**config.mk**
```make
export PLATFORM = sky130hd
export DESIGN_NAME = dram_ctrl
export DESIGN_NICKNAME = d
export VERILOG_FILES = /design/src/rtl/dram_ctrl.sv
export SDC_FILE = /design/constraint.sdc
export NUM_CORES = 1
export LEC_CHECK = 0
export BUFFER_PORTS_ARGS = -buffer_cell sky130_fd_sc_hd__buf_4
export CORE_MARGIN = 2
export CORE_UTILIZATION = 59
export DETAILED_ROUTE_END_ITERATION = 16
export PLACE_DENSITY = 0.85
export SYNTH_ARGS = -nofsm -noshare
export SYNTH_HDL_FRONTEND = slang
export SYNTH_SLANG_ARGS = --single-unit
```
**constraint.sdc**
```tcl
create_clock -name clk -period 3.9 [get_ports clk]
set_input_delay 1.17 -clock clk [delete_from_list [all_inputs] [get_ports clk]]
set_output_delay 1.17 -clock clk [all_outputs]
set_load 0.02 [all_outputs]
```
**src/rtl/dram_ctrl.sv**
```systemverilog
// dram_ctrl: sequencer for one 16K x 4 multiplexed-address DRAM shared by a
// read-only voice fetch port and a read/write CPU port, with periodic
// RAS-only refresh. Every DRAM strobe and address bit comes from a flop.
// Optional build macro DRAM_ARB_RR_EN: voice/CPU round-robin arbitration
// (default build: fixed priority, voice over CPU).
module dram_ctrl #(
    parameter int T_RCD        = 2,
    parameter int T_CAS        = 2,
    parameter int T_RP         = 2,
    parameter int T_REF        = 3,
    parameter int REF_INTERVAL = 64
) (
    input  logic        clk,
    input  logic        nRESET,
    input  logic        voice_req,
    input  logic [13:0] voice_addr,
    output logic        voice_ack,
    output logic [3:0]  voice_rdata,
    input  logic        cpu_req,
    input  logic        cpu_we,
    input  logic [13:0] cpu_addr,
    input  logic [3:0]  cpu_wdata,
    output logic        cpu_ack,
    output logic [3:0]  cpu_rdata,
    output logic        nRAS,
    output logic        nCAS,
    output logic        nWE,
    output logic [7:0]  A,
    output logic [3:0]  dq_out,
    output logic        dq_oe,
    input  logic [3:0]  dq_in
);
    localparam int TW = $clog2(REF_INTERVAL);

    localparam logic [2:0] S_IDLE = 3'd0;
    localparam logic [2:0] S_RAS  = 3'd1;
    localparam logic [2:0] S_COL  = 3'd2;
    localparam logic [2:0] S_CAS  = 3'd3;
    localparam logic [2:0] S_REF  = 3'd4;
    localparam logic [2:0] S_PRE  = 3'd5;

    logic [2:0]    state_q, state_d;
    logic [7:0]    cnt_q, cnt_d;
    logic [TW-1:0] tmr_q, tmr_d;
    logic          refp_q, refp_d;
    logic [7:0]    rrow_q, rrow_d;
    logic          own_q, own_d;      // 1 = CPU owns the current access
    logic          we_q, we_d;
    logic [3:0]    wdata_q, wdata_d;
    logic [13:0]   addr_q, addr_d;
    logic          nras_q, nras_d, ncas_q, ncas_d, nwe_q, nwe_d;
    logic [7:0]    a_q, a_d;
    logic [3:0]    dqo_q, dqo_d;
    logic          dqoe_q, dqoe_d;
    logic          vack_q, vack_d, cack_q, cack_d;
    logic [3:0]    vrd_q, vrd_d, crd_q, crd_d;
    logic          enter_ref;
    logic          pick_cpu;
    logic [13:0]   gnt_addr;
`ifdef DRAM_ARB_RR_EN
    logic          last_q, last_d;    // 1 = CPU won the last port grant

    // Round-robin: on a tie, the port that did not win last time goes first
    assign pick_cpu = cpu_req & (~voice_req | ~last_q);
`else
    // Fixed priority: voice always beats the CPU
    assign pick_cpu = cpu_req & ~voice_req;
`endif
    assign gnt_addr = pick_cpu ? cpu_addr : voice_addr;

    // Next-state: refresh timer, arbitration and the access/refresh sequencer
    always_comb begin
        state_d   = state_q;
        cnt_d     = cnt_q;
        rrow_d    = rrow_q;
        own_d     = own_q;
        we_d      = we_q;
        wdata_d   = wdata_q;
        addr_d    = addr_q;
        nras_d    = nras_q;
        ncas_d    = ncas_q;
        nwe_d     = nwe_q;
        a_d       = a_q;
        dqo_d     = dqo_q;
        dqoe_d    = dqoe_q;
        vack_d    = 1'b0;
        cack_d    = 1'b0;
        vrd_d     = vrd_q;
        crd_d     = crd_q;
        enter_ref = 1'b0;
`ifdef DRAM_ARB_RR_EN
        last_d    = last_q;
`endif
        tmr_d = (tmr_q == '0) ? TW'(REF_INTERVAL - 1) : tmr_q - TW'(1);

        case (state_q)
            S_IDLE: begin
                if (refp_q) begin
                    enter_ref = 1'b1;
                    a_d       = rrow_q;
                    nras_d    = 1'b0;
                    cnt_d     = 8'(T_REF - 1);
                    state_d   = S_REF;
                end else if (voice_req || cpu_req) begin
                    own_d   = pick_cpu;
                    addr_d  = gnt_addr;
                    we_d    = pick_cpu & cpu_we;
                    wdata_d = cpu_wdata;
                    a_d     = gnt_addr[7:0];
                    nras_d  = 1'b0;
                    cnt_d   = 8'(T_RCD - 1);
                    state_d = S_RAS;
`ifdef DRAM_ARB_RR_EN
                    last_d  = pick_cpu;
`endif
                end
            end
            S_RAS: begin
                if (cnt_q == 8'd0) begin
                    // Early write: nWE and data go out one cycle before nCAS
                    a_d     = {1'b0, addr_q[13:8], 1'b0};
                    nwe_d   = ~we_q;
                    dqoe_d  = we_q;
                    if (we_q) dqo_d = wdata_q;
                    state_d = S_COL;
                end else begin
                    cnt_d = cnt_q - 8'd1;
                end
            end
            S_COL: begin
                ncas_d  = 1'b0;
                cnt_d   = 8'(T_CAS - 1);
                state_d = S_CAS;
            end
            S_CAS: begin
                if (cnt_q == 8'd0) begin
                    if (!we_q) begin
                        if (own_q) crd_d = dq_in;
                        else       vrd_d = dq_in;
                    end
                    cack_d  = own_q;
                    vack_d  = ~own_q;
                    nras_d  = 1'b1;
                    ncas_d  = 1'b1;
                    nwe_d   = 1'b1;
                    dqoe_d  = 1'b0;
                    cnt_d   = 8'(T_RP - 1);
                    state_d = S_PRE;
                end else begin
                    cnt_d = cnt_q - 8'd1;
                end
            end
            S_REF: begin
                if (cnt_q == 8'd0) begin
                    nras_d  = 1'b1;
                    rrow_d  = rrow_q + 8'd1;
                    cnt_d   = 8'(T_RP - 1);
                    state_d = S_PRE;
                end else begin
                    cnt_d = cnt_q - 8'd1;
                end
            end
            S_PRE: begin
                if (cnt_q == 8'd0) state_d = S_IDLE;
                else               cnt_d   = cnt_q - 8'd1;
            end
            default: state_d = S_IDLE;
        endcase

        // A refresh that comes due on the grant edge is a new debt, so set wins
        refp_d = (tmr_q == '0) ? 1'b1 : (enter_ref ? 1'b0 : refp_q);
    end

    // State and strobe registers; reset aborts any cycle in flight
    always_ff @(posedge clk or negedge nRESET) begin
        if (!nRESET) begin
            state_q <= S_IDLE;
            cnt_q   <= '0;
            tmr_q   <= TW'(REF_INTERVAL - 1);
            refp_q  <= 1'b0;
            rrow_q  <= '0;
            own_q   <= 1'b0;
            we_q    <= 1'b0;
            wdata_q <= '0;
            addr_q  <= '0;
            nras_q  <= 1'b1;
            ncas_q  <= 1'b1;
            nwe_q   <= 1'b1;
            a_q     <= '0;
            dqo_q   <= '0;
            dqoe_q  <= 1'b0;
            vack_q  <= 1'b0;
            cack_q  <= 1'b0;
            vrd_q   <= '0;
            crd_q   <= '0;
`ifdef DRAM_ARB_RR_EN
            last_q  <= 1'b1;
`endif
        end else begin
            state_q <= state_d;
            cnt_q   <= cnt_d;
            tmr_q   <= tmr_d;
            refp_q  <= refp_d;
            rrow_q  <= rrow_d;
            own_q   <= own_d;
            we_q    <= we_d;
            wdata_q <= wdata_d;
            addr_q  <= addr_d;
            nras_q  <= nras_d;
            ncas_q  <= ncas_d;
            nwe_q   <= nwe_d;
            a_q     <= a_d;
            dqo_q   <= dqo_d;
            dqoe_q  <= dqoe_d;
            vack_q  <= vack_d;
            cack_q  <= cack_d;
            vrd_q   <= vrd_d;
            crd_q   <= crd_d;
`ifdef DRAM_ARB_RR_EN
            last_q  <= last_d;
`endif
        end
    end

    assign nRAS        = nras_q;
    assign nCAS        = ncas_q;
    assign nWE         = nwe_q;
    assign A           = a_q;
    assign dq_out      = dqo_q;
    assign dq_oe       = dqoe_q;
    assign voice_ack   = vack_q;
    assign cpu_ack     = cack_q;
    assign voice_rdata = vrd_q;
    assign cpu_rdata   = crd_q;
endmodule

```
[Word level (Yosys, flattened, before mapping)]
Cells that the tools add are included.
Storage, ports and cells
  output and inout bits: 26
  input bits: 41
  register bits after elaboration: 72
Operators by class
  reductions and logical operators: 23
  add/sub/neg operators: 3
  equality and inequality tests: 11
  mux-type cells: 35
  bitwise operators: 6
Operators with widths (count)
  8-bit two-way mux: 7
  8-bit case mux with 4 select lines: 1
  3-bit AND reduction: 6
  8-bit case mux with 2 select lines: 1
  3-bit two-way mux: 5
  3-bit case mux with 5 select lines: 1
  1-bit two-way mux: 14
  14-bit two-way mux: 1
  4-bit AND reduction: 3
  2-bit nonzero test: 5
  8-bit by 1-bit adder with 8-bit output, second input constant: 1
  8-bit logical NOT: 1
  2-bit != test, second input constant: 4
  1-bit case mux with 2 select lines: 4
  8-bit by 1-bit subtractor with 8-bit output, second input constant: 1
  3-bit by 2-bit == test with 1-bit output, second input constant: 2
  3-bit == test, second input constant: 2
  6-bit logical NOT: 1
  6-bit two-way mux: 1
  6-bit by 1-bit subtractor with 6-bit output, second input constant: 1
  1-bit inverter: 4
  2-bit AND reduction: 2
  4-bit nonzero test: 1
  2-bit OR reduction: 2
  6 further kinds: 7

[Logic depth before layout (Yosys ltp)]
  word-level depth: 6
  gate-level depth with buffers: 8
  depth with buffers taken out: 6

[Worst setup path after synthesis]
Ideal clock, no wire load.
  kind: input to register
  start: input cpu_req
  end: register a_q[0], in the netlist A[0]
  setup time: 0.132 ns
  data arrival time: 2.222 ns
  setup slack: 1.546 ns
  stages: 5
  path through: nor2b_1 > clkbuf_1 > mux2_2 > o211ai_1 > mux2i_1
On the way
  cells in the longest elaborated chain, start to end: 5
RTL lines
  start, declared: RTL line 19  | input logic cpu_req,
  1-bit AND: RTL line 67  | assign pick_cpu = cpu_req & ~voice_req;
  14-bit two-way mux: RTL line 69  | assign gnt_addr = pick_cpu ? cpu_addr : voice_addr;
  8-bit two-way mux: RTL line 104  | end else if (voice_req || cpu_req) begin
  8-bit two-way mux: RTL line 98  | if (refp_q) begin
  8-bit case mux with 2 select lines: RTL line 96  | case (state_q)
  end signal, assigned: RTL line 189  | a_q <= '0;
  end signal, assigned: RTL line 212  | a_q <= a_d;
  end, declared: RTL line 52  | logic [7:0] a_q, a_d;
Parallel ways exist; a longest one is shown, timed or not. The select of a mux whose other input is x is not followed.
A chain may end at the register's enable or synchronous reset.

[Final worst setup path]
  start: register cnt_q[0]
  end: register cnt_q[1]
On the way
  cells in the longest elaborated chain, start to end: 3
RTL lines
  start, declared: RTL line 43  | logic [7:0] cnt_q, cnt_d;
  start signal, assigned: RTL line 201  | cnt_q <= cnt_d;
  8-bit by 1-bit subtractor with 8-bit output or 8-bit logical NOT (tied branches)
  8-bit two-way mux, or another cell as far along: RTL line 119, 164
  8-bit case mux with 4 select lines or 3-bit AND reduction (tied branches)
Parallel ways exist; a longest one is shown, timed or not. The select of a mux whose other input is x is not followed.

==> metrics.md <==
| Metric | Value |
|---|---|
| Compound-Gate Fraction of Synth Area | `0.128` |
| Critical path peak fanout | `13` |
| Cell-by-cell trace of the critical path | `inv_1 -> ha_1 -> or4b_1 -> nor4_4 -> nor3_2 -> mux2_4` |
| Antenna violations before repair | `0` |
| Critical path startpoint category | `register` |
| Die ar. | `6140 sq um` |
| Number of DRC markers in iteration 0 | `144` |
| Kind of critical path | `reg -> reg` |
| Cts hold-fix bufs | `0` |
| TritonCTS clock tree | `yes` |
| Reg2Reg Capture Point | `cnt_q[1]` |
| CTS H-tree lvls | `3` |
| Prevailing post-synth register cell | `dfrtp_1` |
| Vias in the first global route | `2656` |
| Num CTS Buffers | `9` |
| First-pass GRT wire length | `12300 microns` |
| Final setup TNS | `0 ps` |
| HP Class | `reg -> reg` |
| Switch Pwr | `0.977 mW` |
| Area post-placement | `3800 sq um` |
| Slowest-stage cell, CP | `or4b_1` |
| Crit path time final | `2470 ps` |
| EDFF count, synth | `0` |
| Ant. Diodes | `0` |
| Seq cells post-synth | `64` |
| Mapped Area | `3260 sq um` |
| # resized after CTS | `0` |
| Placed cells | `433` |
| Proportion of synthesized area in mux cells | `0.115` |
| Number of remaining DRC errors | `0` |
| Leakage power | `1.88 nW` |
| RSZ-0062 raised after global routing | `false` |
| Total Routing Usage GR | `0.258` |
| Die span in y | `78.4 microns` |
| Worst Reg-to-Reg Cells | `6` |
| Ys async rst share | `1.00` |
| RR Startpoint | `cnt_q[0]` |
| Power Total | `2.64 mW` |
| Num Clock Sinks | `64` |
| Root Buffer | `clkbuf_8` |
| Clk buf depth | `2` |
| Largest net degree at the start of global routing | `65` |
| Seq pwr share | `0.408` |
| Clock Power Share | `0.245` |
| Critical path data arrival time | `2700 ps` |
| Yosys cell types | `53` |
| DP HPWL | `5090 microns` |
| Via count | `2581` |
| Worst Tran Pin Value | `781 ps` |
| Post-synthesis xor/xnor area fraction | `0.0268` |
| Worst Hold End | `rrow_q[7]` |
| Largest family of logic cells by synthesized area | `simple AND/OR/NAND/NOR gates` |
| Avg Cell Area, Syn | `10.6 sq um` |
| Slew headroom | `0.479` |
| Core Area | `5440 sq um` |
| Syn Inst Count | `308` |
| Switching Fraction | `0.371` |
| YS warnings | `0` |
| Cell area after layout | `4030 sq um` |
| Final WL | `7220 microns` |
| Max cap viols | `0` |
| # IOs | `67` |
| Critical Path RT | `4130 ps` |
| Buf/Inv on CP | `1` |
| Multi-input logic area | `1540 sq um` |
| Pint | `1.66 mW` |
| Status | `complete, no violations` |
| Reg area | `1610 sq um` |
| GRT Residual Overflow | `0` |
| Slew Limit Fails | `0` |
| Via density | `5.75` |
| Syn_nets | `354` |
| Worst hold path stage count | `1` |
| R2R Setup Slk | `1430 ps` |
| Final hold slack | `470 ps` |
| Area Growth Syn to Fin | `23.3%` |
| PD cells | `655 nW/um^2` |
| Drt first pass iters | `4` |
| CP delay by family, top | `simple AND/OR/NAND/NOR gates` |
| Adder-Cell Fraction of Synth Area | `0.0192` |
| HP Start | `rrow_q[7]` |
| Max VDD drop | `470 uV` |
| I/O Buffers | `66` |
| GP Congestion | `0.866` |
| Layout Nets | `418` |
| Final Setup Violations | `0` |
| Die Wd | `78.4 microns` |
| Clock transition at path regs | `70 ps` |
| Final Hold Viols | `0` |
| Routed len/inst | `16.1 microns` |
| Postcts setup bufs | `0` |
| Tcrit/Tclk final | `0.632` |
| Row cnt | `27` |
| CP max stage delay | `600 ps` |
| Filler cells | `374` |
| Initial Util | `0.600` |
| Highest clock rate | `405 MHz` |
| Layout cell share with drive strength beyond 1 | `0.340` |
| Simple-gate area share of the yosys netlist | `0.184` |
| Worst skew pair latency | `350 ps` |
| Clock Skews | `7.89 ps` |
| Fin cells | `449` |
| Comb power frac | `0.347` |
| Crit path capture type | `register` |
| DRT antenna net count | `0` |
| Seq/Total Area, Yosys | `0.494` |
-- sequential cells by signal, indices dropped and copies added, names as in the netlist, 3 cells and up --
signal	cells
dq_out	4
addr_q	6
cnt_q	8
cpu_rdata	4
rrow_q	8
A	8
tmr_q	6
voice_rdata	4
wdata_q	4
state_q	3
-- through the flow --
stage | setup WS (ps) | utilization
after floorplan | 1550 | -
after CTS | 1450 | 0.740
after detailed placement | 1270 | 0.698
final | 1430 | 0.740
after global routing | 1270 | 0.740
after global placement | 1330 | 0.698
-- worst max-delay path by stage --
stage / startpoint / to / slack [ps] / cells after the start
finish: cnt_q[0] / cnt_q[1] / 1430 / 6
global route: cnt_q[0] / cnt_q[1] / 1270 / 6
CTS: cnt_q[0] / cnt_q[1] / 1450 / 6
detailed placement: cpu_req / cnt_q[1] / 1270 / 5
global placement: cpu_req / cnt_q[5] / 1330 / 5
floorplan: cpu_req / A[0] / 1550 / 5
-- cell usage after synthesis (all sizes together), types with 4 or more instances --
cell	number	area (sq um)
clkbuf	10	37.5
or3	5	31.3
a21oi	12	60.1
a211oi	6	45.0
buf	5	30.0
ha	5	62.6
dfrtp	55	1380
dfstp	9	236
nor3	8	50.1
nand2	30	113
o21ai	30	150
nand2b	5	31.3
mux2i	9	90.1
nand3	4	25.0
and3b	6	52.6
nor4	5	61.3
inv	11	41.3
nor2b	4	25.0
mux2	25	285
o211ai	4	30.0
nor2	14	52.6
nand4	4	25.0
xnor2	7	61.3
-- metal layers --
metal | share of wire | global-route usage
met5 | 0 | 0
met4 | 0.017 | 0.102
met3 | 0.053 | 0.0805
met2 | 0.51 | 0.413
met1 | 0.42 | 0.329
-- power groups by stage --
| stage | combinational [mW] | sequential (mW) | clock, mW |
|---|---|---|---|
| finish | 0.913 | 1.08 | 0.646 |
| global route | 1.01 | 1.11 | 0.684 |
| CTS | 0.914 | 1.07 | 0.662 |
| detailed placement | 0.904 | 1.08 | 0 |
| global placement | 0.870 | 1.07 | 0 |
| floorplan | 0.598 | 1.08 | 0 |
-- layout by cell type, fill, tap and decap left out, types with 4 or more instances in the layout --
cell      count
a211oi_1      6
a21oi_1      12
and3b_1       6
buf_4        68
clkbuf_8      9
dfrtp_1      55
dfstp_2       9
ha_1          5
inv_1        11
mux2_2       24
mux2i_1       9
nand2_1      30
nand2b_1      5
nand4_1       4
nor2_1       14
nor2b_1       4
nor3_1        6
o211ai_1      4
o21ai_0      29
or3_1         5
xnor2_1       7
-- final cells by class --
| type | count | area share |
|---|---|---|
| Sequential cell | 64 | 0.401 |
| Inverter | 11 | 0.0103 |
| Multi-Input combinational cell | 218 | 0.383 |
| Timing Repair Buffer | 68 | 0.127 |
| Clock buffer | 9 | 0.0308 |
| Clock inverter | 7 | 0.0258 |
| Tap cell | 72 | 0.0224 |
-- worst register-to-register path, stage by stage (launching register included) --
cell and delay (ps):
dfrtp_1 390, inv_1 120, ha_1 180, or4b_1 600, nor4_4 580, nor3_2 150, mux2_4 320
-- logic make-up after synthesis --
kind of cell	after synthesis
compound gates	68
xor+xnor	10
fa+ha+maj	5
buf+inv	26
flops	64
mux	34
simple gates	101
Note: power is estimated with default switching activity, not from simulation.
